## src/rtl/svc_rv_dmem_pkg.sv

```systemverilog
// Shared types and helpers for the svc_rv data-memory requester.
// Misaligned-access checking is enabled by defining SVC_RV_DMEM_MISALIGN_EN.
package svc_rv_dmem_pkg;

   localparam logic [2:0] F3_LB  = 3'b000;
   localparam logic [2:0] F3_LH  = 3'b001;
   localparam logic [2:0] F3_LW  = 3'b010;
   localparam logic [2:0] F3_LBU = 3'b100;
   localparam logic [2:0] F3_LHU = 3'b101;
   localparam logic [2:0] F3_SB  = 3'b000;
   localparam logic [2:0] F3_SH  = 3'b001;
   localparam logic [2:0] F3_SW  = 3'b010;

   typedef enum logic [1:0] {
      IDLE   = 2'd0,
      ACCESS = 2'd1,
      DATA   = 2'd2,
      RESP   = 2'd3
   } state_t;

   function automatic logic [3:0] wstrb_gen(input logic [2:0] funct3,
                                            input logic [1:0] off);
      logic [3:0] strb;
      case (funct3)
         F3_SB:   strb = 4'b0001 << off;
         F3_SH:   strb = 4'b0011 << {off[1], 1'b0};
         F3_SW:   strb = 4'b1111;
         default: strb = 4'b0000;
      endcase
      return strb;
   endfunction

   // Sub-word stores replicate the datum across every lane; wstrb picks the lane.
   function automatic logic [31:0] wdata_gen(input logic [2:0]  funct3,
                                             input logic [31:0] wdata);
      logic [31:0] d;
      case (funct3)
         F3_SB:   d = {4{wdata[7:0]}};
         F3_SH:   d = {2{wdata[15:0]}};
         default: d = wdata;
      endcase
      return d;
   endfunction

   function automatic logic illegal_f3(input logic we, input logic [2:0] funct3);
      logic bad;
      if (we)
         bad = !(funct3 == F3_SB || funct3 == F3_SH || funct3 == F3_SW);
      else
         bad = (funct3 == 3'b011) || (funct3 == 3'b110) || (funct3 == 3'b111);
      return bad;
   endfunction

endpackage

```

## src/rtl/svc_rv_ld_ext.sv

```systemverilog
// Load-data lane extraction and sign/zero extension (combinational).
module svc_rv_ld_ext
   import svc_rv_dmem_pkg::*;
(
   input  logic [31:0] i_rdata,
   input  logic [2:0]  i_funct3,
   input  logic [1:0]  i_off,
   output logic [31:0] o_data
);

   logic [31:0] w_bshift;
   logic [31:0] w_hshift;
   logic [7:0]  w_byte;
   logic [15:0] w_half;

   assign w_bshift = i_rdata >> {i_off, 3'b000};
   assign w_hshift = i_rdata >> {i_off[1], 4'b0000};
   assign w_byte   = w_bshift[7:0];
   assign w_half   = w_hshift[15:0];

   always_comb begin
      o_data = '0;
      case (i_funct3)
         F3_LB:   o_data = {{24{w_byte[7]}}, w_byte};
         F3_LBU:  o_data = {24'b0, w_byte};
         F3_LH:   o_data = {{16{w_half[15]}}, w_half};
         F3_LHU:  o_data = {16'b0, w_half};
         F3_LW:   o_data = i_rdata;
         default: o_data = '0;
      endcase
   end

endmodule

```

## src/rtl/svc_rv_dmem_req.sv

```systemverilog
// Core-side data-memory requester: one load/store at a time, SRAM or BRAM latency.
// Define SVC_RV_DMEM_MISALIGN_EN to reject misaligned halfword/word accesses.
module svc_rv_dmem_req
   import svc_rv_dmem_pkg::*;
#(
   parameter int MEM_TYPE = 0,
   parameter int XLEN     = 32
) (
   input  logic            clock,
   input  logic            reset,

   input  logic            i_req_valid,
   output logic            o_req_ready,
   input  logic            i_req_we,
   input  logic [2:0]      i_req_funct3,
   input  logic [XLEN-1:0] i_req_addr,
   input  logic [XLEN-1:0] i_req_wdata,

   output logic            o_rsp_valid,
   input  logic            i_rsp_ready,
   output logic [XLEN-1:0] o_rsp_rdata,
   output logic            o_rsp_err,

   output logic            o_dmem_ren,
   output logic [XLEN-1:0] o_dmem_raddr,
   input  logic [XLEN-1:0] i_dmem_rdata,
   output logic            o_dmem_we,
   output logic [XLEN-1:0] o_dmem_waddr,
   output logic [XLEN-1:0] o_dmem_wdata,
   output logic [3:0]      o_dmem_wstrb,
   input  logic            i_dmem_stall
);

   state_t          r_state;
   state_t          w_next;
   logic            r_we;
   logic [2:0]      r_funct3;
   logic [XLEN-1:0] r_addr;
   logic [XLEN-1:0] r_wdata;
   logic [3:0]      r_wstrb;
   logic [XLEN-1:0] r_rdata;
   logic            r_err;

   logic            w_accept;
   logic            w_misalign;
   logic            w_dec_err;
   logic            w_ren;
   logic            w_we;
   logic            w_rsp_valid;
   logic            w_cap;
   logic [XLEN-1:0] w_ext;
   logic [XLEN-1:0] w_aligned;

`ifdef SVC_RV_DMEM_MISALIGN_EN
   assign w_misalign = ((i_req_funct3[1:0] == 2'b01) && i_req_addr[0]) ||
                       ((i_req_funct3[1:0] == 2'b10) && (i_req_addr[1:0] != 2'b00));
`else
   assign w_misalign = 1'b0;
`endif

   assign w_dec_err = illegal_f3(i_req_we, i_req_funct3) || w_misalign;
   assign w_accept  = (r_state == IDLE) && i_req_valid;
   assign w_aligned = {r_addr[XLEN-1:2], 2'b00};

   svc_rv_ld_ext u_ld_ext (
      .i_rdata  (i_dmem_rdata),
      .i_funct3 (r_funct3),
      .i_off    (r_addr[1:0]),
      .o_data   (w_ext)
   );

   always_ff @(posedge clock) begin
      if (reset) r_state <= IDLE;
      else       r_state <= w_next;
   end

   always_comb begin
      w_next      = r_state;
      w_ren       = 1'b0;
      w_we        = 1'b0;
      w_rsp_valid = 1'b0;
      w_cap       = 1'b0;
      case (r_state)
         IDLE: begin
            if (i_req_valid) w_next = w_dec_err ? RESP : ACCESS;
         end
         ACCESS: begin
            w_ren = !r_we;
            w_we  = r_we;
            // A stalled strobe is simply repeated; only the unstalled one counts.
            if (!i_dmem_stall) begin
               if (r_we || (MEM_TYPE == 0)) w_next = RESP;
               else                         w_next = DATA;
               w_cap = !r_we && (MEM_TYPE == 0);
            end
         end
         DATA: begin
            if (!i_dmem_stall) begin
               w_cap  = 1'b1;
               w_next = RESP;
            end
         end
         RESP: begin
            w_rsp_valid = 1'b1;
            if (i_rsp_ready) w_next = IDLE;
         end
         default: w_next = IDLE;
      endcase
   end

   always_ff @(posedge clock) begin
      if (reset) begin
         r_we     <= 1'b0;
         r_funct3 <= '0;
         r_addr   <= '0;
         r_wdata  <= '0;
         r_wstrb  <= '0;
         r_rdata  <= '0;
         r_err    <= 1'b0;
      end else if (w_accept) begin
         r_we     <= i_req_we;
         r_funct3 <= i_req_funct3;
         r_addr   <= i_req_addr;
         r_wdata  <= wdata_gen(i_req_funct3, i_req_wdata);
         r_wstrb  <= w_dec_err ? 4'b0000 : wstrb_gen(i_req_funct3, i_req_addr[1:0]);
         r_rdata  <= '0;
         r_err    <= w_dec_err;
      end else if (w_cap) begin
         r_rdata  <= w_ext;
      end
   end

   // Reset masks every output so nothing leaks while the FSM is being cleared.
   assign o_req_ready  = (r_state == IDLE) && !reset;
   assign o_dmem_ren   = w_ren && !reset;
   assign o_dmem_we    = w_we && !reset;
   assign o_rsp_valid  = w_rsp_valid && !reset;
   assign o_dmem_raddr = o_dmem_ren ? w_aligned : '0;
   assign o_dmem_waddr = o_dmem_we  ? w_aligned : '0;
   assign o_dmem_wdata = o_dmem_we  ? r_wdata   : '0;
   assign o_dmem_wstrb = o_dmem_we  ? r_wstrb   : 4'b0000;
   assign o_rsp_rdata  = o_rsp_valid ? r_rdata  : '0;
   assign o_rsp_err    = o_rsp_valid && r_err;

endmodule

```

## config.mk

```make
export PLATFORM = sky130hd
export DESIGN_NAME = svc_rv_dmem_req
export DESIGN_NICKNAME = d
export VERILOG_FILES = /design/src/rtl/svc_rv_dmem_pkg.sv /design/src/rtl/svc_rv_ld_ext.sv /design/src/rtl/svc_rv_dmem_req.sv
export SDC_FILE = /design/constraint.sdc
export NUM_CORES = 1
export LEC_CHECK = 0
export ABC_AREA = 1
export BUFFER_PORTS_ARGS = -buffer_cell sky130_fd_sc_hd__buf_2
export CORE_MARGIN = 2
export CORE_UTILIZATION = 49
export DETAILED_ROUTE_END_ITERATION = 7
export MAX_ROUTING_LAYER = met4
export PLACE_DENSITY_LB_ADDON = 0.05
export SLEW_MARGIN = 30
export SYNTH_ARGS = -nofsm -noshare
export SYNTH_HDL_FRONTEND = slang
export SYNTH_SLANG_ARGS = --single-unit
```

## constraint.sdc

```tcl
create_clock -name clock -period 1.95 [get_ports clock]
set_input_delay 0.0975 -clock clock [delete_from_list [all_inputs] [get_ports clock]]
set_output_delay 0.0975 -clock clock [all_outputs]
set_load 0.01 [all_outputs]
```

# == Word level (Yosys, flattened, before mapping) ==
# Index checks and enable logic that the tools add are counted.
# totals
input_bits,105
output_inout_bits,137
elab_cells,67
regBits,107
# op_classes
shift,4
reduce_logical,19
n_mux,21
eq_ne,15
# op_table
cell,count
$pmux W32 S5,1
$mux W32,4
$pmux W32 S2,1
$shr A32 B5 Y16,1
$shr A32 B5 Y8,1
$eq A3 B3 Y1 const B,4
$pmux W4 S3,1
$eq A3 B2 Y1 const B,3
$mux W2,4
$mux W4,2
$eq A3 B1 Y1 const B,2
$logic_and A1 B1 Y1,6
$logic_not A3 Y1,2
$mux W1,6
$ne A2 B2 Y1 const B,3
$pmux W2 S3,1
$eq A2 B2 Y1 const B,2
$logic_or A1 B1 Y1,4
$reduce_or A2 Y1,2
$shl A1 B2 Y4 const A,1
$shl A2 B2 Y4 const A,1
$logic_not A1 Y1,3
$reduce_and A3 Y1,1
$eq A2 B1 Y1 const B,1
other kinds (2),2

# == Depth between registers and ports, before layout ==
# Gate-level depths: netlist of run 1.
# depth
depth_word,8
ltp_mapped,11
mapped_depth_nobuf,9

# == Hierarchy ==
# Synthesis of run 1 repeated with hierarchy kept, for this count alone.
# unflattened
hier_cells,1016
hier_area_um2,6065.8
# by_module_without_submodules
mod,area_each_um2,cells_per_inst,instances,seq_area_each_um2
svc_rv_dmem_req,5138.7,800,1,2142.1
svc_rv_ld_ext,927.1,216,1,0.0

# == Least setup slack after synthesis of run 1 ==
# No wires, ideal clock.
# synth_timing
kind,register -> output
from,reg r_state[1]
to,out o_dmem_waddr[14]
arrival_time_ps,1501
slack_ps,351
required_ps,1852
path_buffers,2
stages_incl_launch_ff,9
path_cell_list,dfxtp_1 inv_1 ha_1 inv_1 nor3_1 inv_1 buf_2 buf_6 nor2_1
# synth_between
elab_chain_cells,4
# synth_lines
item,line_no,text
"start, declared",svc_rv_dmem_req.sv:34,state_t r_state;
"start signal, assigned",svc_rv_dmem_req.sv:74,else r_state <= w_next;
$eq A2 B1 Y1,svc_rv_dmem_req.sv:83,case (r_state)
$mux W1,svc_rv_dmem_req.sv:83,
$logic_and A1 B1 Y1,svc_rv_dmem_req.sv:136,assign o_dmem_we = w_we && !reset;
named net o_dmem_we,svc_rv_dmem_req.sv:27,"output logic o_dmem_we,"
$mux W32,svc_rv_dmem_req.sv:139,assign o_dmem_waddr = o_dmem_we ? w_aligned : '0;
"end, declared",svc_rv_dmem_req.sv:28,"output logic [XLEN-1:0] o_dmem_waddr,"
# The timed path passes the listed nets, and every way through them passes these cells.

# == Worst setup path after layout of run 1 ==
# layout_timing
from,reg r_state[1]
to,out o_dmem_wdata[3]
# layout_between
elab_chain_cells,4
# layout_lines
item,line_no,text
$eq A2 B1 Y1,svc_rv_dmem_req.sv:83,
$mux W1,svc_rv_dmem_req.sv:83,
$logic_and A1 B1 Y1,svc_rv_dmem_req.sv:136,
$mux W32,svc_rv_dmem_req.sv:140,assign o_dmem_wdata = o_dmem_we ? r_wdata : '0;
"end, declared",svc_rv_dmem_req.sv:29,"output logic [XLEN-1:0] o_dmem_wdata,"
# Every way passes these cells.

==> results.json, run 1 <==
{
  "status": "finished, final reports clean",
  "power_mw": 7.13,
  "wirelength_um": 17000,
  "synthAdderAreaFrac_pct": 0.852,
  "syn-cell-area_um2": 5870,
  "worst-setup-path-type": "reg -> out",
  "hpwl_um": 12200,
  "drc": 0,
  "crit_slowest_cell": "dfxtp_1",
  "global_route.usage.met3_pct": 4.94,
  "synthMostInstantiatedCell": "nor2_1",
  "ys_types": 29,
  "pwr-share-seq_pct": 38.8,
  "vias": 6373,
  "period_share_pct": 95.0,
  "hold_viol": 0,
  "gp_congestion": 0.916,
  "grt.total_usage_pct": 26.2,
  "yosysTopAreaCell": "dfxtp_1",
  "die-width_um": 113,
  "ir_drop_mv": 0.504,
  "rows": 39,
  "path_buf_inv": 5,
  "fp.dieH_um": 113,
  "gr-total-overflow": 0,
  "cts_max_level": 3,
  "crit_family": "buffers and inverters",
  "grt_pass1_wl_um": 26900,
  "ys_seq_area_share_pct": 36.5,
  "async_flop_share_pct": 0,
  "busiest_layer": "met2",
  "stdcell_count": 1297,
  "wire_per_inst_um": 13.1,
  "synth_top_area_share_pct": 36.5,
  "clock_sinks": 107,
  "hold_class": "in -> reg",
  "ys_seq_elements": 107,
  "cts_tree": "built",
  "drt_iter0_markers": 427,
  "critical_path.max_stage_delay_ps": 330,
  "ios": 242,
  "grt_util_met1_pct": 32.5,
  "ant_nets": 0,
  "antenna_found_initial": 0,
  "cp.required_ps": 1850,
  "worst_setup_path_start_kind": "flop",
  "drv_slew": 0,
  "worstPathArrival_ps": 1750,
  "cts-root-buf": "clkbuf_16",
  "end_kind": "primary output",
  "yosys_warnings": 0,
  "numCtsBuffers": 9,
  "grt_start_max_net_pins": 70,
  "power_frac_clock_pct": 26.3,
  "die-area_um2": 12900,
  "synth.area.mux_share_pct": 0,
  "avgSynthCellArea_um2": 6.27,
  "max-slew-margin-rel_pct": 59.4,
  "synth_cells": 937,
  "layout_min_cycle_time_ps": 1850,
  "fin_skew_ps": 8.99,
  "path_clk_slew_ps": 70,
  "start_util_pct": 50.8,
  "synth.area.top_cells": "dfxtp_1, nor2_1, nand2_1, inv_1, o21ai_0",
  "synth_simple_gate_area_share_pct": 28.2,
  "port_buffers": 237,
  "cp_common_cell": "inv_2",
  "dp_cells": 1280,
  "p_per_area_nw_per_um2": 956,
  "grt.met2_usage_pct": 43.4,
  "power.switching_mw": 2.64,
  "tightest_slew_ps": 607,
  "synth_common_cells": "nor2_1, nand2_1, inv_1, dfxtp_1, o21ai_0",
  "synth_top_family_by_area": "simple AND/OR/NAND/NOR gates",
  "max_cap_viol_count": 0,
  "synth_xor_area_share_pct": 0,
  "n_antenna_cell": 0,
  "cts_max_path_buffers": 2,
  "setup_viol": 0,
  "viasPerCell": 4.91,
  "comb_power_share_pct": 35.0,
  "postCtsHoldBufs": 0,
  "firstDrtPassIters": 7,
  "grt_pass1_vias": 5720,
  "p_sw_share_pct": 37.0,
  "rsz0062_at_grt": "true",
  "internal_power_mw": 4.49,
  "crit_fanout": 33,
  "synth_compound_area_share_pct": 18.0,
  "fmaxAchievable_mhz": 540,
  "synth_ff_type": "dfxtp_1",
  "coreArea_um2": 11600,
  "synth_edf_count": 0,
  "nets": 1259,
  "area_growth_pct": 26.9,
  "leakage_nw": 3.67,
  "drive_gt1_share_pct": 27.0,
  "clock_latency_ps": 340,
  "crit_path_cell_trace": "inv_1 -> ha_2 -> inv_2 -> nor3_4 -> inv_2 -> buf_12 -> nor2_1 -> buf_2"
}
final timing paths:
check	start	end	slack, ps	cells after the start
max	r_state[1]$_SDFFE_PP0P_	o_dmem_wdata[3]	100	8
min	i_req_wdata[30]	r_wdata[30]$_SDFFE_PP0P_	20	3
max reg2reg	r_state[0]$_SDFFE_PP0P_	r_wdata[22]$_SDFFE_PP0P_	180	8
min reg2reg	r_rdata[19]$_SDFFE_PP0P_	r_rdata[19]$_SDFFE_PP0P_	460	2
power groups by stage:
| stage | Sequential [mW] | Combinational, mW | Clock [mW] |
|---|---|---|---|
| floorplan | 2.76 | 1.84 | 0 |
| global placement | 2.80 | 2.43 | 0 |
| detailed placement | 2.81 | 2.45 | 0 |
| CTS | 2.76 | 2.46 | 1.90 |
| global route | 2.81 | 2.84 | 1.98 |
| finish | 2.76 | 2.49 | 1.87 |
layout by cell type (no fill, tap or decap):
master and n:
nand3_2 1, nand2_4 2, clkbuf_16 10, inv_2 8
nand3_1 19, conb_1 4, o22ai_1 14, nor2_4 3
buf_6 1, o21ai_1 5, clkbuf_8 2, buf_2 237
ha_2 1, a21oi_2 18, a21oi_1 64, nor2_2 1
nor3_2 2, nor3_1 4, o21ai_0 69, nor3_4 2
a31oi_1 8, nand2_2 4, inv_1 159, inv_4 1
buf_12 4, bufinv_16 1, buf_4 12, nand2_1 187
o32ai_1 8, clkinv_4 2, dfxtp_1 107, ha_1 3
clkbuf_1 1, nor2_1 190
cell families (layout without fill, tap and decap cells):
kind of cell	count (synthesis)	count (layout)
simple gates	415	415
other cells	1	4
fa+ha+maj	4	4
compound gates	186	186
buf+inv	224	438
flops	107	107
timing repair:
item / CTS / global route
hold endpoints to repair: 0 / 0
pin swaps: 0 / 1
resized for setup: 1 / 5
gates cloned: 0 / 1
endpoints found under the setup margin: 3 / 95
setup buffers: 0 / 1
final cells by class:
type | instances | area [um2]
Sequential cell | 107 | 2140
Tap cell | 143 | 179
Timing Repair Buffer | 255 | 1390
Clock buffer | 12 | 256
Clock inverter | 3 | 47.5
Inverter | 168 | 633
Fill cell | 1185 | 4110
Multi-Input combinational cell | 609 | 2800
stage by stage:
stage | setup TNS (ps) | hold slack (ps) | utilization [%] | area [um2] | worst slack (ps)
after CTS | 0 | 12.1 | 64.0 | 7400 | 67.1
after floorplan | 0 | 243 | - | 5880 | 351
after detailed placement | 0 | 373 | 61.4 | 7100 | 218
final | 0 | 19.0 | 64.5 | 7450 | 98.3
after global routing | -34.1 | 28.3 | 64.5 | 7450 | -11.4
after global placement | 0 | 367 | 61.4 | 7100 | 273
sequential cells by signal, indices dropped and copies added (netlist names):
| register | cells |
|---|---|
| r_rdata | 32 |
| r_wdata | 32 |
| r_wstrb | 4 |
| r_we | 1 |
| r_state | 2 |
| r_err | 1 |
| r_addr | 32 |
| r_funct3 | 3 |
worst reg2reg max path, cell delays in order, from the launching register on:
cell and delay [ps]:
dfxtp_1 330, inv_1 110, ha_1 210, nand2_2 70, inv_2 50, buf_4 230, nand2_2 200, buf_4 220
o32ai_1 260
routing by layer:
layer,routed length (um),part of all wire [%]
met1,7360,43
met2,8060,47
met3,1160,6.9
met4,403,2.4
met5,0,0
Power figures use the tool's default switching activity.
==> inputs of run 2 (changes only) <==
Settings changed: BUFFER_PORTS_ARGS -buffer_cell sky130_fd_sc_hd__buf_2 to -buffer_cell sky130_fd_sc_hd__clkbuf_2.
==> results.json, run 2 (synthesis results as in run 1) <==
{
  "status": "finished, final reports clean",
  "r2r-end": "r_rdata[2]$_SDFFE_PP0P_",
  "drive_gt1_share_pct": 27.9,
  "rsz0062_at_grt": "false",
  "period_share_pct": 93.8,
  "cts-root-buf": "clkbuf_16",
  "grt_start_max_net_pins": 70,
  "ir_drop_mv": 0.627,
  "drt_iter0_markers": 460,
  "die-area_um2": 12900,
  "cts_max_level": 3,
  "fin_skew_ps": 4.74,
  "n_antenna_cell": 0,
  "timing.rr.start": "r_state[0]$_SDFFE_PP0P_",
  "dp_slack_ps": 304,
  "port_buffers": 237,
  "wirelength_um": 16500,
  "fin_tns_setup_ps": 0,
  "clock_sinks": 107,
  "cp.required_ps": 1850,
  "antenna_found_initial": 0,
  "firstDrtPassIters": 5,
  "area_growth_pct": 27.5,
  "tightest_slew_ps": 609,
  "biggestRegsByFlops": "r_addr x32, r_rdata x32, r_wdata x32",
  "vias": 6317,
  "ff2ff_setup_slack_ps": 290,
  "gp_congestion": 0.868,
  "grt_pass1_vias": 5774,
  "end_kind": "primary output",
  "numCtsBuffers": 9,
  "fp.dieH_um": 113,
  "worstPathArrival_ps": 1730,
  "worst-setup-path-type": "reg -> out",
  "drv_slew": 0,
  "drc": 0,
  "hpwl_um": 12300,
  "wire_per_inst_um": 12.7,
  "cts_max_path_buffers": 2,
  "ff2ff_path_depth": 7,
  "hold_end": "r_wdata[29]$_SDFFE_PP0P_",
  "hold_viol": 0,
  "post_cts_buffers": 0,
  "rows": 39,
  "path_clk_slew_ps": 70,
  "viasPerCell": 4.85,
  "final_cell_mix": "clkbuf_2, nand2_1, nor2_1",
  "nets": 1263,
  "p_per_area_nw_per_um2": 947,
  "max_cap_viol_count": 0,
  "min_path_cells": 3,
  "worst_setup_path_start_kind": "flop",
  "crit_fanout": 48,
  "leakage_nw": 3.57,
  "mostFrequentLayoutCell": "clkbuf_2",
  "max-slew-margin-rel_pct": 59.3,
  "grt_pass1_wl_um": 27100,
  "ant_nets": 0,
  "min_from": "i_req_wdata[29]",
  "fin_ws_ps": 121,
  "gr-total-overflow": 0,
  "layout_min_cycle_time_ps": 1830,
  "grt.total_usage_pct": 26.4,
  "die-width_um": 113,
  "start_util_pct": 50.8,
  "setup_viol": 0,
  "ios": 242,
  "fmaxAchievable_mhz": 547,
  "coreArea_um2": 11600,
  "cts_tree": "built",
  "clock_latency_ps": 340,
  "hold_class": "in -> reg"
}
[run 2: cell types whose count changed in the layout (fill, tap and decap cells not counted), sizes merged]
cell         delta
buf           -235
clkbuf        +235
dlygate4sd3     +4
inv             +1
[run 2: how the worst max path moves through the flow]
stage / cells after the start / from / end / slack, ps
after floorplan: 8 / r_state[1]$_SDFFE_PP0P_ / o_dmem_waddr[14] / 350
after CTS: 7 / r_state[0]$_SDFFE_PP0P_ / o_rsp_rdata[22] / 10
after global routing: 8 / r_state[1]$_SDFFE_PP0P_ / o_dmem_wdata[27] / 1
after detailed placement: 7 / r_state[0]$_SDFFE_PP0P_ / r_rdata[11]$_SDFFE_PP0P_ / 300
final: 8 / r_state[1]$_SDFFE_PP0P_ / o_dmem_wdata[22] / 120
after global placement: 7 / r_state[0]$_SDFFE_PP0P_ / r_rdata[6]$_SDFFE_PP0P_ / 360
[run 2: what timing repair did]
item                                    CTS  global route
endpoints found under the setup margin    3           109
pin swaps                                 0             2
endpoints found under the hold margin     4             0
hold buffers                              4             0
gates resized for setup                   2            19
[run 2: power breakdown]
| part | switching, mW | internal (mW) |
|---|---|---|
| Clock | 0.803 | 1.03 |
| Combinational | 1.65 | 0.839 |
| Sequential | 0.172 | 2.59 |
| Total | 2.63 | 4.46 |
[run 2: stage by stage]
step / total power, mW / util (%) / area [um2] / cells / hold slack, ps
floorplan: 4.60 / - / 5880 / 940 / 243
global placement: 5.22 / 61.4 / 7100 / 1282 / 353
detailed placement: 5.25 / 61.4 / 7100 / 1282 / 355
CTS: 7.08 / 64.4 / 7440 / 1302 / 4.40
global route: 7.63 / 64.8 / 7490 / 1302 / 19.5
finish: 7.09 / 64.8 / 7490 / 1302 / 10.1
[run 2: worst max-delay path, stage by stage, from the launching register on]
cell and delay, ps:
dfxtp_1 330, inv_2 80, ha_2 180, inv_2 60, nor3_4 180, inv_2 80, buf_12 180, nor2_1 130
clkbuf_2 140
[run 2: area by class of cell]
type,count,area [um2]
clock buffer,12,246
tap,143,179
fill,1194,4070
sequential,107,2140
inverter,168,633
clock inverter,4,48.8
timing repair buffer,259,1420
multi-input combinational,609,2830
[run 2: routing by layer]
| metal | wire (um) | global-route usage (%) |
|---|---|---|
| met1 | 7080 | 32.1 |
| met5 | 0 | - |
| met4 | 323 | 7.40 |
| met3 | 1180 | 6.80 |
| met2 | 7930 | 43.7 |
